==> src/rtl/hilo_div_ctrl_pkg.sv <==
// hilo_div_ctrl_pkg
// Shared types and constants for the HI/LO divide controller.
// State encodings, default iteration count and the execute-stage opcode
// decode used to drive start/signed_op.

package hilo_div_ctrl_pkg;

  // One quotient bit per CALC cycle, so iterations equal operand width.
  localparam int DIV_CYCLES = 32;

  typedef enum logic [1:0] {
    ST_IDLE = 2'd0,
    ST_CALC = 2'd1,
    ST_DONE = 2'd2
  } div_state_e;

  // Execute-stage ALU opcodes for the two divide flavours.
  localparam logic [7:0] EXE_DIV_OP  = 8'b0001_1010;
  localparam logic [7:0] EXE_DIVU_OP = 8'b0001_1011;

  // True for either divide opcode; execute uses this to raise start.
  function automatic logic is_div_op(input logic [7:0] aluop);
    return (aluop == EXE_DIV_OP) || (aluop == EXE_DIVU_OP);
  endfunction

  // Signed flavour select for signed_op.
  function automatic logic is_signed_div(input logic [7:0] aluop);
    return (aluop == EXE_DIV_OP);
  endfunction

endpackage

==> src/rtl/hilo_div_ctrl_div_step.sv <==
// hilo_div_ctrl_div_step
// One combinational radix-2 restoring iteration: shift {rem,quo} left by
// one, trial-subtract the divisor magnitude, keep the difference and set
// the new quotient LSB when the difference is non-negative.

module hilo_div_ctrl_div_step #(
  parameter int WIDTH = 32
) (
  input  logic [WIDTH-1:0] rem_in,
  input  logic [WIDTH-1:0] quo_in,
  input  logic [WIDTH-1:0] dvs,
  output logic [WIDTH-1:0] rem_out,
  output logic [WIDTH-1:0] quo_out
);

  logic [WIDTH-1:0] rem_low;
  logic             ge;

  // Shifted remainder is WIDTH+1 bits wide; its top bit is rem_in's MSB.
  // When that bit is set the shifted value is at least 2^WIDTH and so always
  // exceeds the divisor. The kept difference is always below the divisor,
  // so WIDTH-bit modular subtraction gives the exact new remainder.
  assign rem_low = {rem_in[WIDTH-2:0], quo_in[WIDTH-1]};
  assign ge      = rem_in[WIDTH-1] | (rem_low >= dvs);
  assign rem_out = ge ? (rem_low - dvs) : rem_low;
  assign quo_out = {quo_in[WIDTH-2:0], ge};

endmodule

==> src/rtl/hilo_div_ctrl.sv <==
// hilo_div_ctrl
// Multi-cycle DIV/DIVU sequencer for the execute stage. Holds the pipeline
// stall while a divide is in flight and returns remainder/quotient as a
// single HI/LO write pulse.
// Build option: HILO_DIV_ZERO_FAST_EN -- when defined, a zero divisor skips
// the iteration phase and produces HI=dividend, LO=all ones one cycle later.
//
// State table:
//   state   | meaning
//   ST_IDLE | waiting for start; latches operand magnitudes and result signs
//   ST_CALC | one restoring step per cycle, WIDTH cycles total, busy high
//   ST_DONE | result cycle: hi/lo loaded, whilo_out high, stall released

module hilo_div_ctrl
  import hilo_div_ctrl_pkg::*;
#(
  parameter int WIDTH = DIV_CYCLES
) (
  input  logic             clk,
  input  logic             rstn,
  input  logic             start,
  input  logic             signed_op,
  input  logic [WIDTH-1:0] dividend,
  input  logic [WIDTH-1:0] divisor,
  input  logic             cancel,
  output logic             stall_req,
  output logic             busy,
  output logic [WIDTH-1:0] hi_out,
  output logic [WIDTH-1:0] lo_out,
  output logic             whilo_out
);

  localparam int             CNT_W    = $clog2(WIDTH);
  localparam logic [CNT_W-1:0] CNT_LAST = CNT_W'(WIDTH - 1);

  div_state_e       state;
  logic [CNT_W-1:0] cnt;
  logic [WIDTH-1:0] rem_q;
  logic [WIDTH-1:0] quo_q;
  logic [WIDTH-1:0] dvs_q;
  logic             quo_neg_q;
  logic             rem_neg_q;

  logic             dvd_neg;
  logic             dvs_neg;
  logic [WIDTH-1:0] dvd_mag;
  logic [WIDTH-1:0] dvs_mag;
  logic [WIDTH-1:0] step_rem;
  logic [WIDTH-1:0] step_quo;
  logic [WIDTH-1:0] fin_rem;
  logic [WIDTH-1:0] fin_quo;

`ifdef HILO_DIV_ZERO_FAST_EN
  logic dvs_zero;
  assign dvs_zero = (divisor == '0);
`endif

  // Operand signs only matter for DIV; DIVU treats both as magnitudes.
  assign dvd_neg = signed_op & dividend[WIDTH-1];
  assign dvs_neg = signed_op & divisor[WIDTH-1];
  assign dvd_mag = dvd_neg ? -dividend : dividend;
  assign dvs_mag = dvs_neg ? -divisor  : divisor;

  // Sign correction is applied to the final iteration's output directly so
  // the result is registered on the same edge that enters ST_DONE.
  assign fin_quo = quo_neg_q ? -step_quo : step_quo;
  assign fin_rem = rem_neg_q ? -step_rem : step_rem;

  // Stall must rise in the same cycle execute presents the divide.
  assign stall_req = ~cancel & (((state == ST_IDLE) & start) | (state == ST_CALC));

  hilo_div_ctrl_div_step #(
    .WIDTH (WIDTH)
  ) u_step (
    .rem_in  (rem_q),
    .quo_in  (quo_q),
    .dvs     (dvs_q),
    .rem_out (step_rem),
    .quo_out (step_quo)
  );

  // Divide sequencer with registered busy/result/write-pulse outputs.
  always_ff @(posedge clk or negedge rstn) begin
    if (!rstn) begin
      state     <= ST_IDLE;
      cnt       <= '0;
      rem_q     <= '0;
      quo_q     <= '0;
      dvs_q     <= '0;
      quo_neg_q <= 1'b0;
      rem_neg_q <= 1'b0;
      busy      <= 1'b0;
      hi_out    <= '0;
      lo_out    <= '0;
      whilo_out <= 1'b0;
    end else if (cancel) begin
      // Flush wins everywhere; results already in hi/lo are left alone.
      state     <= ST_IDLE;
      cnt       <= '0;
      busy      <= 1'b0;
      whilo_out <= 1'b0;
    end else begin
      case (state)
        ST_IDLE: begin
          whilo_out <= 1'b0;
          if (start) begin
`ifdef HILO_DIV_ZERO_FAST_EN
            if (dvs_zero) begin
              state     <= ST_DONE;
              busy      <= 1'b0;
              hi_out    <= dividend;
              lo_out    <= '1;
              whilo_out <= 1'b1;
            end else
`endif
            begin
              state     <= ST_CALC;
              busy      <= 1'b1;
              cnt       <= '0;
              rem_q     <= '0;
              quo_q     <= dvd_mag;
              dvs_q     <= dvs_mag;
              quo_neg_q <= dvd_neg ^ dvs_neg;
              rem_neg_q <= dvd_neg;
            end
          end
        end
        ST_CALC: begin
          rem_q <= step_rem;
          quo_q <= step_quo;
          if (cnt == CNT_LAST) begin
            state     <= ST_DONE;
            busy      <= 1'b0;
            hi_out    <= fin_rem;
            lo_out    <= fin_quo;
            whilo_out <= 1'b1;
          end else begin
            cnt <= cnt + CNT_W'(1);
          end
        end
        ST_DONE: begin
          // start is ignored here; a following divide is taken next cycle.
          state     <= ST_IDLE;
          cnt       <= '0;
          whilo_out <= 1'b0;
        end
        default: begin
          state     <= ST_IDLE;
          busy      <= 1'b0;
          whilo_out <= 1'b0;
        end
      endcase
    end
  end

endmodule

==> config.mk <==
export PLATFORM = sky130hd
export DESIGN_NAME = hilo_div_ctrl
export DESIGN_NICKNAME = d
export VERILOG_FILES = /design/src/rtl/hilo_div_ctrl_pkg.sv /design/src/rtl/hilo_div_ctrl_div_step.sv /design/src/rtl/hilo_div_ctrl.sv
export SDC_FILE = /design/constraint.sdc
export NUM_CORES = 1
export LEC_CHECK = 0
export BUFFER_PORTS_ARGS = -buffer_cell sky130_fd_sc_hd__buf_2
export CAP_MARGIN = 40
export CORE_UTILIZATION = 40
export DETAILED_ROUTE_END_ITERATION = 7
export PLACE_DENSITY = 0.64
export SLEW_MARGIN = 20
export SYNTH_ARGS = -nofsm -noshare
export SYNTH_HDL_FRONTEND = slang
export SYNTH_SLANG_ARGS = --single-unit
==> constraint.sdc <==
create_clock -name clk -period 8.18 [get_ports clk]
set_input_delay 0.818 -clock clk [delete_from_list [all_inputs] [get_ports clk]]
set_output_delay 0.818 -clock clk [all_outputs]
set_load 0.03 [all_outputs]
==> reports/summary.json, run 1 <==
{
  "cts_root_buf": "sky130_fd_sc_hd__clkbuf_16",
  "crit_path_top_delay_cell": "sky130_fd_sc_hd__or4_1",
  "drtPass1Iterations": 5,
  "fmax_mhz": 197.3,
  "cts_resized": 0,
  "fin_crit_ns": 5.069,
  "ir_worst_vdd_uv": 144.5,
  "critical_path_cell_count": 17,
  "power_switching_share": 0.4143,
  "synth_top_cell_by_area": "sky130_fd_sc_hd__dfrtp_1",
  "drc": 0,
  "synth_edf_count": 0,
  "clock_skew_ns": 0.01274,
  "drive_gt1_frac": 0.1258,
  "post_synth_fa_ha_maj_area_fraction": 0.04354,
  "maxCapViolCount": 0,
  "syn_nets": 1711,
  "timing_hold_violations_final": 0,
  "period_utilization": 0.6197,
  "gr-total-overflow": 0,
  "antenna_found_initial": 0,
  "most_repeated_cell_in_the_gate_level_netlist_after_synthesis": "sky130_fd_sc_hd__nand2_1",
  "htreeDepth": 4,
  "insertion_delay_ns": 0.45,
  "postSynthAreaPerCell_um2": 7.835,
  "power.share.combinational": 0.356,
  "synthXorXnorAreaFrac": 0.08659,
  "number_of_global_route_vias_before_repair": 11124,
  "share_seq_of_total_power": 0.364,
  "worstSetupStartpointType": "flop",
  "synth_largest_type_area_fraction": 0.3416,
  "pin_count": 136,
  "fill_cells": 3113,
  "outcome": "completed",
  "cell_area_after_synthesis_mm2": 0.01253,
  "worst_slew_pin_slew_ns": 0.8392,
  "synth-simple-area-share": 0.2240,
  "dp.final_hpwl_mm": 28.43,
  "reg2reg_depth": 17,
  "drt-wirelength-per-cell_um": 17.83,
  "placement.cell_area_mm2": 0.01347,
  "route.vias.total": 11852,
  "avgViaCountPerCell": 5.671,
  "cts_num_sinks": 171,
  "report.final.slew_viol_count": 0,
  "fin_tns_setup_ns": 0,
  "muxShareOfSynthArea": 0.02207,
  "routed-wl-met2_mm": 16.86,
  "maximum_number_of_pins_on_one_net_before_global_route_repair": 95,
  "pre_cts_ws_ns": 3.212,
  "yosys.cell_types.count": 81,
  "wl_met1_mm": 17.78,
  "tritoncts_clock_tree": "done",
  "number_of_buffers_created_by_cts": 17,
  "worst_ep_required_time_ns": 8.56,
  "core-area_mm2": 0.03067,
  "async_s_r_ff_share_synth": 1.000,
  "p_leak_nw": 6.339,
  "setup.worst_path.end_class": "flop",
  "design_area_mm2": 0.01410,
  "max-slew-margin-rel": 0.4392,
  "io_buffer_count": 135,
  "post_synth_inst_count": 1599,
  "die_outline_area_mm2": 0.03203,
  "power_density_mw_per_mm2": 211.7,
  "detailedRoute.firstIterationViolations": 812,
  "postSynth.topFlopCell": "sky130_fd_sc_hd__dfrtp_1",
  "cts_setup_buffers": 0,
  "critical_path_peak_fanout": 7,
  "power.clock.fraction": 0.280,
  "finalSetupViolCount": 0,
  "syn_to_final_growth_pct": 12.57,
  "timing.critical_path.cells": "ha_1 -> a21oi_2 -> o21ai_1 -> o21bai_1 -> o311ai_4 -> a21oi_4 -> inv_1 -> nor2_1 -> a21oi_1 -> ha_1 -> nand2_1 -> or4_1 -> nor4b_2 -> o22ai_1 -> or3_1 -> or4_1 -> nand3_1",
  "final_cells": 2090,
  "synth_seq_cells": 171,
  "netSwitchingPower_mw": 1.237,
  "grtUsageTotal": 0.2406,
  "fin_nets": 1792,
  "max_stage_delay_ns": 0.51,
  "timing.critical_path.arrival_ns": 5.45,
  "dp.cells": 2056,
  "ant_nets": 0,
  "finalWorstSetupSlack_ns": 3.111,
  "dr_wl_met3_mm": 1.464,
  "global_placer_s_final_weighted_congestion": 0.9455,
  "cts-root-to-sink-buffers": 2,
  "grt_first_pass_wirelength_mm": 59.85,
  "synth_top_cells_by_area": "sky130_fd_sc_hd__dfrtp_1 (34%), sky130_fd_sc_hd__o21ai_0 (8.6%), sky130_fd_sc_hd__nand2_1 (7.8%), sky130_fd_sc_hd__a21oi_1 (4.8%), sky130_fd_sc_hd__xor2_1 (4.3%)",
  "path_delay_family": "simple AND/OR/NAND/NOR gates",
  "die_h_um": 179.0,
  "critical_path_class": "reg2reg",
  "clkSlewWorstSetupHoldPaths_ns": 0.08,
  "number_of_warning_messages_in_the_yosys_log": 0,
  "synth_compound_gate_area_share": 0.2362,
  "setup_repair_after_global_routing_missed_its_margin": "no",
  "cts-hold-fix-buffers": 0,
  "critical_path_buf_inv_count": 1,
  "main_combinational_cell_family_by_area_after_synthesis": "compound AO/OA/AOI/OAI gates",
  "power.internal_mw": 1.749,
  "die-width_um": 179.0,
  "finalWirelength_mm": 37.27,
  "seq_area_frac_synth": 0.3416,
  "ys_top_cells_by_count": "sky130_fd_sc_hd__nand2_1 (261), sky130_fd_sc_hd__o21ai_0 (215), sky130_fd_sc_hd__dfrtp_1 (171), sky130_fd_sc_hd__nor2_1 (120), sky130_fd_sc_hd__a21oi_1 (119)",
  "topRoutingLayerUsed": "met4",
  "initial_utilization": 0.4085,
  "core.rowCount": 64,
  "hold_class": "in2async"
}
-- worst reg2reg max path: cells and delay by family (launching register included) --
kind	cells	cell delay, ns
AOI/OAI and AO/OA	7	1.67
adders and majority gates	2	0.68
buffers and inverters	1	0.18
DFF	1	0.46
and+or+nand+nor	7	2.02
-- power groups by stage --
stage                     sequential [mW]  clock (mW)  combinational (mW)
after floorplan                      1.06           0               0.777
after detailed placement             1.10           0                1.05
after global placement               1.11           0                1.03
final                                1.09       0.836                1.06
after global routing                 1.11       0.883                1.19
after CTS                            1.09       0.854                1.05
-- metrics by stage --
| stage | hold WS (ns) | util | total power [mW] |
|---|---|---|---|
| global route | 0.4549 | 0.4598 | 3.182 |
| global placement | 0.4618 | 0.4371 | 2.132 |
| detailed placement | 0.4651 | 0.4393 | 2.152 |
| floorplan | 0.4498 | - | 1.834 |
| CTS | 0.4242 | 0.4589 | 2.995 |
| finish | 0.3996 | 0.4599 | 2.986 |
-- path summary, 6_finish.rpt --
| path | startpoint | endpoint | slack, ns |
|---|---|---|---|
| max | rem_q[12] | hi_out[28] | 3.11 |
| min | rstn | dvs_q[2] | 0.40 |
| max reg2reg | rem_q[12] | hi_out[28] | 3.11 |
| min reg2reg | lo_out[19] | lo_out[19] | 0.48 |
| max in group asynchronous | rstn | hi_out[12] | 6.60 |
| min in group clk | lo_out[19] | lo_out[19] | 0.48 |
-- registers in the layout, summed over array words and instances (netlist names) --
register / count
busy: 1
cnt: 5
dvs_q: 32
hi_out: 32
lo_out: 32
quo_neg_q: 1
quo_q: 32
rem_neg_q: 1
rem_q: 32
state: 2
whilo_out: 1
-- cell families after synthesis --
family | Yosys count
flip-flops | 171
multiplexers | 27
AND/OR/NAND/NOR | 603
buffers and inverters | 141
adder cells (fa/ha/maj) | 43
AO/OA/AOI/OAI | 491
XOR/XNOR | 123
-- metal layers --
metal  GRT usage  up-vias
li1            -     5840
met1      0.3359     5648
met2      0.3739      308
met3     0.03181       56
met4     0.09605        0
met5           0        -
-- cell usage in the layout, fill, tap and decap left out, drive strengths merged, types with 8 or more instances in the layout --
| cell type | count |
|---|---|
| xor2 | 62 |
| inv | 61 |
| o41ai | 11 |
| dfrtp | 171 |
| buf | 148 |
| or3 | 25 |
| nand2 | 261 |
| and2 | 14 |
| a21o | 14 |
| xnor2 | 61 |
| and3 | 9 |
| or4 | 13 |
| a31oi | 12 |
| ha | 42 |
| nor3 | 44 |
| o21ai | 223 |
| o211ai | 9 |
| nand2b | 11 |
| nand3 | 30 |
| mux2i | 22 |
| or2 | 8 |
| nor2 | 120 |
| nor4 | 18 |
| nand4 | 21 |
| nand3b | 9 |
| a21oi | 123 |
| clkbuf | 17 |
| nor2b | 8 |
| a211oi | 12 |
| o21a | 11 |
| o31ai | 18 |
-- cell type report --
cell class	instances	area, µm²	area share
Antenna cell	1	2.502	0.0001774
Clock buffer	17	425.4	0.03016
Clock inverter	15	176.4	0.01251
Inverter	55	206.4	0.01464
Multi-Input combinational cell	1287	7684	0.5448
Sequential cell	171	4279	0.3034
Tap cell	396	495.5	0.03513
Timing Repair Buffer	148	834.6	0.05917
No activity file was read; power rests on OpenSTA's default activity.
==> run 2: changes to the inputs <==
==> constraint.sdc (replaced) <==
create_clock -name clk -period 5.19 [get_ports clk]
set_input_delay 0.519 -clock clk [delete_from_list [all_inputs] [get_ports clk]]
set_output_delay 0.519 -clock clk [all_outputs]
set_load 0.03 [all_outputs]
==> run 2 against run 1 <==
Compared with the run above: count of clock-buffer cells in the layout unchanged; first-iteration DRC count up 16%; fmax rose by 1.0%; die area is the same; core utilization increased by 0.26 points; total power up 59%; final area increased by 0.57%; global-route usage is 0.57 points lower; worst setup slack lost 2.9 ns; sequential cell count unchanged; critical path depth is the same; via count is 0.19% lower; critical endpoint unchanged.
==> reports/summary.json, run 2 (synthesized netlist as in run 1, its figures left out) <==
{
  "number_of_global_route_vias_before_repair": 10847,
  "ir_worst_vdd_uv": 215.0,
  "fin_tns_setup_ns": 0,
  "power.share.combinational": 0.360,
  "share_seq_of_total_power": 0.359,
  "drive_gt1_frac": 0.1309,
  "grt_first_pass_wirelength_mm": 58.53,
  "final_cell_mix": "sky130_fd_sc_hd__nand2_1 (260), sky130_fd_sc_hd__o21ai_0 (215), sky130_fd_sc_hd__dfrtp_1 (171)",
  "io_buffer_count": 135,
  "timing.critical_path.arrival_ns": 5.40,
  "insertion_delay_ns": 0.46,
  "max_stage_delay_ns": 0.51,
  "setup_repair_after_global_routing_missed_its_margin": "yes",
  "timing.critical_path.cells": "ha_1 -> or2_4 -> o21a_1 -> o211a_1 -> o311ai_4 -> a21oi_4 -> inv_2 -> nor2_1 -> a21oi_1 -> ha_1 -> nand2_1 -> or4_1 -> nor4b_4 -> o22ai_1 -> or3_1 -> or4_1 -> nand3_1",
  "drc": 0,
  "grt_use_met3": 0.02693,
  "power_density_mw_per_mm2": 334.6,
  "rrSetupSlack_ns": 0.17,
  "power_switching_share": 0.4068,
  "cts_root_buf": "sky130_fd_sc_hd__clkbuf_16",
  "grtUsageTotal": 0.2349,
  "timing_hold_violations_final": 0,
  "worst_ep_required_time_ns": 5.57,
  "core-area_mm2": 0.03067,
  "hold_class": "in2reg",
  "number_of_buffers_created_by_cts": 17,
  "critical_path_class": "reg2reg",
  "global_placer_s_final_weighted_congestion": 0.9544,
  "ant_nets": 0,
  "max-slew-margin-rel": 0.4840,
  "mostFrequentLayoutCell": "sky130_fd_sc_hd__nand2_1",
  "clock_skew_ns": 0.02479,
  "worst_slew_pin_slew_ns": 0.7721,
  "htreeDepth": 4,
  "pin_count": 136,
  "dp.cells": 2065,
  "reg2reg_depth": 17,
  "fill_cells": 3146,
  "initial_utilization": 0.4085,
  "crit_path_top_delay_cell": "sky130_fd_sc_hd__or4_1",
  "fmax_mhz": 199.3,
  "min_delay_worst_endpoint": "dvs_q[1]",
  "dp.final_hpwl_mm": 28.39,
  "period_utilization": 0.9666,
  "finalWirelength_mm": 37.19,
  "drt-wirelength-per-cell_um": 17.71,
  "p_leak_nw": 6.410,
  "maximum_number_of_pins_on_one_net_before_global_route_repair": 84,
  "netSwitchingPower_mw": 1.931,
  "timing.hold.worst_path_depth": 3,
  "setup.worst_path.end_class": "flop",
  "die-width_um": 179.0,
  "r2r-start": "rem_q[2]",
  "cts-root-to-sink-buffers": 2,
  "fin_crit_ns": 5.017,
  "antenna_found_initial": 0,
  "critical_path_peak_fanout": 16,
  "grt_util_met2": 0.3747,
  "avgViaCountPerCell": 5.633,
  "worstSetupStartpointType": "flop",
  "outcome": "completed",
  "route.vias.total": 11830,
  "report.final.slew_viol_count": 0,
  "die_outline_area_mm2": 0.03203,
  "regToRegEndpoint": "hi_out[28]",
  "finalSetupViolCount": 0,
  "clkSlewWorstSetupHoldPaths_ns": 0.08,
  "detailedRoute.firstIterationViolations": 945,
  "maxCapViolCount": 0,
  "timing.hold.worst.start": "divisor[1]",
  "grt_busiest_layer": "met2",
  "drtPass1Iterations": 7,
  "cts_num_sinks": 171,
  "grt_util_met1": 0.3311,
  "power.internal_mw": 2.815,
  "power.clock.fraction": 0.281,
  "fin_nets": 1803,
  "gr-total-overflow": 0,
  "core.rowCount": 64,
  "final_cells": 2100,
  "syn_to_final_growth_pct": 13.21,
  "die_h_um": 179.0,
  "tritoncts_clock_tree": "done"
}
==> run 2: changes by cell type in the layout (fill, tap and decap cells not counted), sizes merged <==
| cell | previous run | this run |
|---|---|---|
| clkinvlp | 2 | 0 |
| clkinv | 7 | 5 |
| inv | 61 | 63 |
| dlygate4sd3 | 0 | 1 |
| buf | 148 | 158 |
| bufinv | 0 | 1 |
==> run 2: worst max-delay path, delay by kind of cell, from the launching register on <==
kind | cells | cell delay (ns)
buffers and inverters | 1 | 0.24
and+or+nand+nor | 8 | 2.23
adders and majority gates | 2 | 0.69
DFF | 1 | 0.46
AOI/OAI and AO/OA | 6 | 1.31
==> run 2: how the worst max path moves through the flow <==
stage	from	slack (ns)	depth (start not counted)	endpoint
final	rem_q[2]	0.17	17	hi_out[28]
after global routing	quo_q[31]	-0.005	20	hi_out[18]
after CTS	rem_q[12]	0.21	17	hi_out[30]
after detailed placement	rem_q[12]	0.24	17	hi_out[30]
after global placement	rem_q[12]	0.42	17	hi_out[28]
after floorplan	rem_q[2]	0.04	22	hi_out[28]
==> run 2: cell type report <==
cell class	instances	area (µm²)	share of cell area
tap	396	495.5	0.03493
inverter	55	206.4	0.01456
multi-input combinational	1287	7701	0.5430
clock inverter	14	173.9	0.01226
sequential	171	4279	0.3017
clock buffer	17	425.4	0.02999
timing repair buffer	159	899.6	0.06343
antenna	1	2.502	0.0001764
==> run 2: stage by stage <==
step | cell area [µm²] | power [mW] | setup slack (ns) | hold slack, ns | utilization
6_report | 14180 | 4.745 | 0.1732 | 0.3553 | 0.4625
5_1_grt | 14180 | 5.037 | -0.004547 | 0.3650 | 0.4624
4_1_cts | 14130 | 4.745 | 0.2138 | 0.1687 | 0.4606
3_5_place_dp | 13530 | 3.412 | 0.2355 | 0.4673 | 0.4411
3_3_place_gp | 13500 | 3.382 | 0.4229 | 0.4617 | 0.4401
2_1_floorplan | 12540 | 2.892 | 0.04153 | 0.2234 | -
==> run 2: power groups by stage <==
stage / clock, mW / sequential (mW) / combinational [mW]
floorplan: 0 / 1.67 / 1.23
global placement: 0 / 1.72 / 1.66
detailed placement: 0 / 1.72 / 1.69
CTS: 1.35 / 1.70 / 1.70
global route: 1.41 / 1.73 / 1.90
finish: 1.33 / 1.70 / 1.71
==> run 2: routing by layer <==
| metal | routed length (µm) | up-vias | part of all wire |
|---|---|---|---|
| met4 | 867 | 0 | 0.023 |
| met5 | 0 | - | 0 |
| met1 | 17640 | 5639 | 0.47 |
| met2 | 17160 | 272 | 0.46 |
| li1 | - | 5874 | - |
| met3 | 1524 | 45 | 0.041 |
==> run 2: what timing repair did <==
| item | 4_1_cts | 5_1_grt |
|---|---|---|
| buffers inserted | 0 | 0 |
| resized for setup | 0 | 2 |
| hold endpoints to repair | 0 | 1 |
| endpoints found under the setup margin | 0 | 5 |
| hold buffers | 0 | 1 |
==> run 3: changes to the inputs <==
--- a/config.mk
+++ b/config.mk
@@ -7,9 +7,12 @@
 export LEC_CHECK = 0
 export BUFFER_PORTS_ARGS = -buffer_cell sky130_fd_sc_hd__buf_2
 export CAP_MARGIN = 40
+export CELL_PAD_IN_SITES_DETAIL_PLACEMENT = 0
+export CELL_PAD_IN_SITES_GLOBAL_PLACEMENT = 1
 export CORE_UTILIZATION = 40
+export CTS_BUF_LIST = sky130_fd_sc_hd__clkbuf_4
 export DETAILED_ROUTE_END_ITERATION = 7
-export PLACE_DENSITY = 0.64
+export PLACE_DENSITY = 0.8
 export SLEW_MARGIN = 20
 export SYNTH_ARGS = -nofsm -noshare
 export SYNTH_HDL_FRONTEND = slang
==> run 3 against run 2 <==
Compared with the run above: die area unchanged; sequential share of layout area increased by 0.72 points; sequential cell count unchanged; wire length grew 2.7%; global-route usage is 0.84 points higher; worst setup slack gained 0.19 ns; via count grew 0.27%; sequential power about the same.
==> reports/summary.json, run 3 (synthesized netlist as in run 1, its figures left out) <==
{
  "dp.cells": 2070,
  "p_leak_nw": 6.268,
  "pin_count": 136,
  "drt-wirelength-per-cell_um": 18.15,
  "critical_path_class": "reg2reg",
  "worstSetupStartpointType": "flop",
  "drtPass1Iterations": 5,
  "htreeDepth": 4,
  "gr-total-overflow": 0,
  "fin_tns_setup_ns": 0,
  "cts_root_buf": "sky130_fd_sc_hd__clkbuf_4",
  "insertion_delay_ns": 0.62,
  "critical_path_peak_fanout": 13,
  "maximum_number_of_pins_on_one_net_before_global_route_repair": 82,
  "core.rowCount": 64,
  "power_switching_share": 0.4357,
  "timing_hold_violations_final": 0,
  "setup_repair_after_global_routing_missed_its_margin": "no",
  "io_buffer_count": 135,
  "report.final.slew_viol_count": 0,
  "cts_setup_buffers": 0,
  "fin_nets": 1808,
  "maxCapViolCount": 0,
  "grtUsageTotal": 0.2432,
  "fmax_mhz": 207.1,
  "avgViaCountPerCell": 5.635,
  "number_of_buffers_created_by_cts": 17,
  "finalWorstSetupSlack_ns": 0.3624,
  "max-slew-margin-rel": 0.4823,
  "outcome": "completed",
  "ir_worst_vdd_uv": 127.5,
  "pre_cts_ws_ns": 0.4398,
  "grt_first_pass_wirelength_mm": 60.04,
  "netSwitchingPower_mw": 1.809,
  "die-width_um": 179.0,
  "setup.worst_path.end_class": "flop",
  "timing.critical_path.arrival_ns": 5.32,
  "clkSlewWorstSetupHoldPaths_ns": 0.16,
  "power.clock.fraction": 0.173,
  "detailedRoute.firstIterationViolations": 1004,
  "power.share.combinational": 0.419,
  "route.vias.total": 11862,
  "share_seq_of_total_power": 0.408,
  "global_placer_s_final_weighted_congestion": 0.9630,
  "drc": 0,
  "die_outline_area_mm2": 0.03203,
  "final_cell_mix": "sky130_fd_sc_hd__nand2_1 (260), sky130_fd_sc_hd__o21ai_0 (215), sky130_fd_sc_hd__dfrtp_1 (171)",
  "die_h_um": 179.0,
  "dp.final_hpwl_mm": 29.61,
  "hold_class": "in2reg",
  "antenna_found_initial": 1,
  "finalWirelength_mm": 38.20,
  "power_density_mw_per_mm2": 299.7,
  "mostFrequentLayoutCell": "sky130_fd_sc_hd__nand2_1",
  "fin_crit_ns": 4.828,
  "finalSetupViolCount": 0,
  "drive_gt1_frac": 0.1317,
  "cts-root-to-sink-buffers": 2,
  "syn_to_final_growth_pct": 10.57,
  "tritoncts_clock_tree": "done",
  "fill_cells": 3088,
  "core-area_mm2": 0.03067,
  "final_cells": 2105,
  "period_utilization": 0.9302,
  "number_of_global_route_vias_before_repair": 10926,
  "worst_slew_pin_slew_ns": 0.7707,
  "ant_nets": 0,
  "clock_skew_ns": 0.03485,
  "power.internal_mw": 2.343,
  "cts_num_sinks": 171,
  "initial_utilization": 0.4085,
  "worst_ep_required_time_ns": 5.69
}
run 3: critical path, stage by stage, from the launching register on:
cell and delay, ns:
sky130_fd_sc_hd__dfrtp_1 0.47, sky130_fd_sc_hd__ha_1 0.43, sky130_fd_sc_hd__a21oi_1 0.27, sky130_fd_sc_hd__o21ai_1 0.19, sky130_fd_sc_hd__o21bai_1 0.26, sky130_fd_sc_hd__o311ai_4 0.39, sky130_fd_sc_hd__a21oi_4 0.10, sky130_fd_sc_hd__inv_2 0.20
sky130_fd_sc_hd__nor2_1 0.06, sky130_fd_sc_hd__a21oi_1 0.22, sky130_fd_sc_hd__ha_1 0.21, sky130_fd_sc_hd__buf_4 0.12, sky130_fd_sc_hd__nand3b_1 0.16, sky130_fd_sc_hd__nor4_1 0.38, sky130_fd_sc_hd__a41oi_1 0.15, sky130_fd_sc_hd__a2111oi_1 0.49
sky130_fd_sc_hd__buf_4 0.19, sky130_fd_sc_hd__a21oi_1 0.06, sky130_fd_sc_hd__or3_1 0.36
run 3: cell type report:
class / instances / area [µm²] / share of cell area
clock inverters: 11 / 75.07 / 0.005420
diodes: 1 / 2.502 / 0.0001807
inverters: 55 / 206.4 / 0.01490
flip-flops and latches: 171 / 4279 / 0.3089
well taps: 396 / 495.5 / 0.03577
multi-input cells: 1287 / 7694 / 0.5554
clock buffers: 20 / 150.1 / 0.01084
repair buffers: 164 / 949.7 / 0.06856
run 3: path summary, 6_finish.rpt:
| kind | start | end | slack [ns] | cells after the start |
|---|---|---|---|---|
| setup / recovery | rem_q[14] | hi_out[30] | 0.36 | 18 |
| hold / removal | divisor[1] | dvs_q[1] | 0.20 | 3 |
| setup reg to reg | rem_q[14] | hi_out[30] | 0.36 | 18 |
| hold reg to reg | hi_out[6] | hi_out[6] | 0.49 | 2 |
| max in group asynchronous | rstn | hi_out[8] | 3.65 | 4 |
| min in group asynchronous | rstn | rem_q[16] | 0.25 | 2 |
run 3: layer usage:
metal | wire length [µm] | GRT usage
met5 | 0 | 0
met2 | 17300 | 0.3773
met1 | 17710 | 0.3413
met3 | 1999 | 0.03732
met4 | 1184 | 0.08616
run 3: what timing repair did:
item	4_1_cts	5_1_grt
resized for setup	0	1
setup endpoints to repair	0	1
hold buffers	1	0
hold endpoints to repair	63	0
run 3: metrics by stage:
| step | area, µm² | utilization | hold slack (ns) | total power [mW] |
|---|---|---|---|---|
| 2_1_floorplan | 12540 | - | 0.2234 | 2.892 |
| 3_3_place_gp | 13540 | 0.4413 | 0.4592 | 3.416 |
| 3_5_place_dp | 13570 | 0.4425 | 0.4642 | 3.439 |
| 4_1_cts | 13810 | 0.4501 | 0.1546 | 4.159 |
| 5_1_grt | 13850 | 0.4517 | 0.1681 | 4.450 |
| 6_report | 13850 | 0.4517 | 0.2040 | 4.152 |
run 3: power by group through the flow:
stage | clock network (mW) | logic (mW) | registers (mW)
6_report | 0.718 | 1.74 | 1.70
5_1_grt | 0.783 | 1.94 | 1.72
4_1_cts | 0.739 | 1.73 | 1.69
3_5_place_dp | 0 | 1.72 | 1.72
3_3_place_gp | 0 | 1.69 | 1.72
2_1_floorplan | 0 | 1.23 | 1.67
